File: src/rtl/i_fetch.sv
// i_fetch: single-line-buffered instruction fetch unit with redirect and stall handling
module i_fetch (
    input  logic         clock,
    input  logic         nreset,
    output logic         rd_en,
    output logic [31:0]  pc_out,
    input  logic         icache_valid,
    input  logic [127:0] icache_data,
    input  logic         stall,
    input  logic         redirect,
    input  logic [31:0]  redirect_pc,
    output logic         instr_valid,
    output logic [31:0]  instr,
    output logic [31:0]  instr_pc
);
    typedef enum logic [1:0] {S_RUN, S_REQ, S_RESP} state_t;
    state_t       state, state_nx;
    logic [31:0]  fetch_pc, fetch_pc_nx;
    logic [127:0] line_data;
    logic [27:0]  line_tag;
    logic         line_valid;
    logic         hit;
    logic         fill;
    assign hit         = line_valid && (line_tag == fetch_pc[31:4]);
    assign fill        = (state == S_RESP) && icache_valid && !redirect;
    assign rd_en       = (state != S_RUN);
    assign pc_out      = {fetch_pc[31:4], 4'h0};
    assign instr_pc    = fetch_pc;
    assign instr       = line_data[{fetch_pc[3:2], 5'd0} +: 32];
    // next state and next pc; redirect wins over everything, a hit in S_RUN streams
    always_comb begin
        instr_valid = (state == S_RUN) && hit && !redirect;
        state_nx    = redirect             ? S_RUN  :
                      (state == S_RUN)     ? (hit ? S_RUN : S_REQ) :
                      (state == S_REQ)     ? S_RESP :
                      icache_valid         ? S_RUN  : S_RESP;
        fetch_pc_nx = redirect                 ? (redirect_pc & ~32'h3) :
                      (instr_valid && !stall)  ? fetch_pc + 32'd4       : fetch_pc;
    end
    // fsm state and fetch pc registers
    always_ff @(posedge clock) begin
        if (!nreset) begin
            state    <= S_RUN;
            fetch_pc <= 32'h0;
        end else begin
            state    <= state_nx;
            fetch_pc <= fetch_pc_nx;
        end
    end
    // one-line buffer, loaded only by a completed fill that was not redirected away
    always_ff @(posedge clock) begin
        if (!nreset) begin
            line_data  <= '0;
            line_tag   <= '0;
            line_valid <= 1'b0;
        end else if (fill) begin
            line_data  <= icache_data;
            line_tag   <= fetch_pc[31:4];
            line_valid <= 1'b1;
        end
    end
endmodule

File: config.mk
export PLATFORM = sky130hd
export DESIGN_NAME = i_fetch
export DESIGN_NICKNAME = d
export VERILOG_FILES = /design/src/rtl/i_fetch.sv
export SDC_FILE = /design/constraint.sdc
export NUM_CORES = 1
export LEC_CHECK = 0
export ABC_AREA = 1
export CAP_MARGIN = 25
export CORE_MARGIN = 2
export CORE_UTILIZATION = 48
export CTS_BUF_LIST = sky130_fd_sc_hd__clkbuf_8 sky130_fd_sc_hd__clkbuf_16
export CTS_CLUSTER_SIZE = 28
export DETAILED_ROUTE_END_ITERATION = 7
export PLACE_DENSITY = 0.8
export SLEW_MARGIN = 20
export SYNTH_ARGS = -nofsm -noshare
export SYNTH_HDL_FRONTEND = slang
export SYNTH_SLANG_ARGS = --single-unit
File: constraint.sdc
create_clock -name clock -period 2 [get_ports clock]
set_clock_uncertainty 0.05 [all_clocks]
set_input_delay 0.4 -clock clock [delete_from_list [all_inputs] [get_ports clock]]
set_output_delay 0.4 -clock clock [all_outputs]
set_load 0.05 [all_outputs]
* Yosys cells after proc, flatten, opt, wreduce, memory -nomap -nowiden
Cells that the tools add are included.
** Word-level totals
- Flip-flop bits (word level) :: 191
- Bits of input ports :: 165
- Output and inout bits :: 98
- Logic and storage cells :: 30
** Operators by class
- Add/sub/neg operators :: 1
- Eq/ne operators :: 3
- Shift-type cells :: 1
- Multiplexer cells :: 6
- Bitwise gates (word level) :: 1
- Reductions and logical operators :: 12
** Operator list (number)
- variable part select 128 x 8 -> 32 bit :: 1
- two-way mux 32 bit :: 2
- adder 32 x 3 -> 32 bit (second input constant) :: 1
- equality test 28 bit :: 1
- logical AND 1 bit :: 6
- two-way mux 2 bit :: 3
- nonzero test 2 bit :: 2
- equality test 2 x 1 -> 1 bit (second input constant) :: 1
- equality test 2 bit (second input constant) :: 1
- logical NOT 1 bit :: 2
- logical NOT 2 bit :: 1
- OR reduction 2 bit :: 1
- two-way mux 1 bit :: 1
- NOT 1 bit :: 1

* Longest topological paths before layout
- Depth after elaboration :: 7
- Gate-level depth with buffers :: 15
- Gate-level depth less buffers :: 13

* Least setup slack after synthesis
No wires, ideal clock.
- Path kind :: register to output
- Start point :: reg fetch_pc[23], in the netlist instr_pc[23]
- End point :: out instr_valid
- Data arrival time :: 2.843 ns
- Required time :: 1.550 ns
- Path slack :: -1.293 ns
- Cell stages (with the launch flop) :: 10
- Path buffers :: 1
- Cell sequence :: dfxtp_1 clkbuf_2 inv_1 nand2_1 o21ai_1 nor2_1 nand2_1 nor2_2 nand2_2 nor4_1
** Between the ends
- Cells in the longest elaborated chain, start to end :: 4
** RTL lines
- start: declaration :: RTL line 18 : logic [31:0] fetch_pc, fetch_pc_nx;
- start signal: assignment :: RTL line 47 : fetch_pc <= fetch_pc_nx;
- equality test 28 bit :: RTL line 24 : assign hit = line_valid && (line_tag == fetch_pc[31:4]);
- logical AND 1 bit :: RTL line 24
- logical AND 1 bit (2 in a row) :: RTL line 32 : instr_valid = (state == S_RUN) && hit && !redirect;
- end: declaration :: RTL line 12 : output logic instr_valid,
Every way passes these cells.

* Worst setup path in the final report
- Start point :: reg fetch_pc[10], in the netlist instr_pc[10]
- End point :: out instr_valid
Same word-level chain as after synthesis.

==> reports/qor.log <==
qor: worst_setup_path.worst_r2r_path_depth 16
qor: worst_hold_path.hold_depth 3
qor: route.wirelength 44.69 mm
qor: floorplanning.die_x 143.0 µm
qor: clock_tree.insertion_delay_of_the_later_clocked_pin_in_the_worst_skew_pair 450 ps
qor: placed_design.post_placement_cell_count 1832
qor: synth.ys_top_cells_by_area dfxtp_1, nor2_1, o21ai_0
qor: placed_design.gp_congestion 0.8917
qor: route.detailedRoute.firstPassIterationCount 6
qor: layout.area.sequential 0.003899 mm²
qor: synth.synth_sequential_area_ratio 40.79%
qor: synth.netlist_instances 1395
qor: grt.via_count_of_the_first_global_routing_pass 11.18k
qor: worst_setup_path.type_of_destination_of_the_critical_path primary output
qor: floorplanning.design.die.area 0.02045 mm²
qor: route.drc_errors 0
qor: timing.rsz0062_at_grt yes
qor: clock_tree.cts_htree_levels 4
qor: floorplanning.placementRows 50
qor: synth.yosys-mux-area-fraction 0.1079%
qor: grt.overflow 0
qor: clock_tree.cts_sinks 189
qor: clock_tree.clockRootBuffer clkbuf_16
qor: synth.synth_area_in_xor_xnor 1.416%
qor: synth.synth.lib_cells_used.distinct 37
qor: worst_hold_path.worst_hold_path.endpoint line_valid$_SDFFE_PN0P_
qor: power.power-per-cell-area 664.4 mW/mm²
qor: worst_hold_path.worst_hold_path_type input port to register
qor: timing.final-hold-violation-count 0
qor: synth.number_of_enable_type_register_cells_in_the_synthesized_netlist 0
qor: floorplanning.top_level_ports 263
qor: worst_setup_path.rr_endpoint instr_pc[13]$_SDFFE_PN0P_
qor: power.vdd_ir_drop_max 0.6286 mV
qor: clock_tree.cts_tree done
qor: worst_setup_path.crit_required 1550 ps
qor: synth.synth_compound_area_share 18.32%
qor: floorplanning.core_region_area 0.01883 mm²
qor: timing.final_max_slew_viol_count 0
qor: layout.num-nets-final 1841
qor: route.routed_antenna_nets 0
qor: layout.layout.cells.non_filler 1951
qor: route.dr_total_vias 12.08k
qor: timing.timing.final.crit_share 127.2%
qor: route.dr.first_iter.drc_count 1490
qor: synth.synth_top_area_cell dfxtp_1
qor: layout.drive_above_1_share 31.46%
qor: layout.finish.instance_area 0.01560 mm²
qor: layout.layout.cells.most_common_list nor2_1, nand2_1, o21ai_0
qor: status.status complete, but fails checks
qor: timing.post-route-min-period 2545 ps
qor: synth.ys_dominant_reg_cell dfxtp_1
qor: synth.ys_ff_latch 189
qor: worst_setup_path.critPathArrivalTime 2090 ps
qor: placed_design.placed_instance_area 0.01253 mm²
qor: synth.synth_top_family_by_area simple AND/OR/NAND/NOR gates
qor: power.total_leakage_power 6.432 nW
qor: floorplanning.initial_core_util 49.26%
qor: floorplanning.vertical_die_dimension 143.0 µm
qor: layout.multi_input_area 0.006128 mm²
qor: layout.syn2layout_area_growth 68.18%
qor: grt.grt_max_degree 120
qor: route.average_wire_length_per_cell_after_detail_routing 22.91 µm
qor: clock_tree.cts.clk_slew.worst_paths 80 ps
qor: synth.synth_simple_gate_area_share 29.64%
qor: timing.max_freq 0.3930 GHz
qor: layout.layout.filler_cells 998
qor: synth.synthesis.area 0.009275 mm²
qor: synth.yosys_warnings 0
qor: worst_setup_path.worst-r2r-setup-slack -460 ps
qor: grt.global_route.usage.total 37.58%
qor: worst_hold_path.hp-start nreset
qor: grt.grt_antenna_before_repair 0
qor: placed_design.port-buffer-count 254
qor: synth.synthesis.area_per_instance 6.649 µm²
qor: worst_setup_path.critical_path.startpoint_type register
qor: clock_tree.cts_hold_repair.buffers 0
qor: worst_setup_path.path_max_fanout 7
qor: layout.mostFrequentLayoutCell nor2_1
qor: timing.final_critical_path_setup_slack -544.6 ps
qor: run.drv_cap 0
qor: clock_tree.cts-buffers-inserted 17
qor: status.violations negative setup slack
qor: grt.wire_length_of_the_first_global_routing_pass 59.43 mm
qor: worst_setup_path.worst-setup-path-type register to primary output
qor: synth.synthesized_area_fraction_occupied_by_adder_cells 0.1349%
qor: timing.setup_violations 63
qor: worst_setup_path.reg2reg_from line_tag[3]$_SDFFE_PN0P_
qor: placed_design.dpl.hpwl 20.01 mm
qor: synth.ys_async_sr_fraction 0%
qor: power.post_route_total_power 10.36 mW
qor: clock_tree.clock_path_buffers 2
qor: route.vias_per_cell 6.190
qor: synth.synth_top_area_share 40.79%
## timing repair
action	4_1_cts	5_1_grt
cloned	19	6
buffers inserted	44	24
endpoints found under the setup margin	46	63
pin swaps	21	44
resized for setup	319	146
## logic make-up (layout without fill, tap and decap cells)
group                    after synthesis  in the layout
other                                  1              9
AO/OA/AOI/OAI                        331            331
XOR/XNOR                              15             15
adder cells (fa/ha/maj)                1              1
multiplexers                           1              1
flip-flops                           189            189
buffers and inverters                189            474
AND/OR/NAND/NOR                      668            671
## Yosys cell counts, types with 2 or more instances
cell	instances
dfxtp_1	189
xnor2_1	4
buf_4	34
buf_6	5
or2_2	3
inv_2	4
o21ai_1	2
nor4_1	2
nor3_1	5
nand2_2	3
a21oi_1	56
clkbuf_1	73
o22ai_1	32
buf_1	6
nor2_1	376
xor2_1	11
o21ai_0	240
buf_2	8
nand3_2	12
nand2_1	209
nand4_1	6
nor2_4	3
nand3_1	41
inv_1	58
## stage by stage
stage	utilization (%)	setup TNS, ps	hold WS, ps	setup WS (ps)
after global routing	82.80	-20470	377.1	-578.5
after global placement	66.54	-328.6	400.1	-32.96
final	82.84	-18920	343.0	-544.6
after CTS	79.11	-5083	303.6	-401.8
after floorplan	-	-34.48	390.7	-34.48
after detailed placement	66.54	-2809	417.2	-69.77
## cell type report
class | count | area share [%]
clock inverters | 15 | 1.275
repair inverters | 1 | 0.1043
inverters | 62 | 1.709
flip-flops and latches | 189 | 24.99
well taps | 260 | 2.086
diodes | 3 | 0.04813
repair buffers | 379 | 27.77
clock buffers | 17 | 2.727
multi-input cells | 1025 | 39.29
## flip-flops by register name, indices dropped and copies added, names as in the netlist
register / count
instr_pc: 30
line_data: 128
line_valid: 1
state: 2
line_tag: 28
## layer usage
layer	global-route usage, %	wire [µm]	up-vias
li1	-	-	5072
met1	45.39	14850	5552
met2	59.73	20020	1076
met3	8.987	5836	377
met4	24.54	3977	0
met5	0	0	-
## worst max-delay path, cell delays in order (launching register included)
cell and delay (ps):
dfxtp_4 400, inv_1 100, nand2_1 90, nand2_1 60, nor2_1 140, nand2_1 80, nor2_2 140, nand2_2 140
nor4_4 300, buf_12 190
## worst max-delay path by stage
stage,endpoint,cells past startpoint,start,slack [ps]
2_1_floorplan,instr_valid,7,instr_pc[17]$_SDFFE_PN0P_,-30
3_3_place_gp,line_data[0]$_SDFFE_PN0P_,8,redirect,-30
3_5_place_dp,line_tag[5]$_SDFFE_PN0P_,7,redirect,-70
4_1_cts,instr_valid,9,instr_pc[21]$_SDFFE_PN0P_,-400
5_1_grt,instr_valid,9,instr_pc[11]$_SDFFE_PN0P_,-580
6_report,instr_valid,9,instr_pc[10]$_SDFFE_PN0P_,-540
## report_power, final
part           total [mW]  switching (mW)  internal, mW
Clock                3.64            1.82          1.82
Combinational        2.82            1.57          1.25
Sequential           3.90          0.0874          3.81
Total                10.4            3.48          6.88
(Power assumes the default switching activity.)
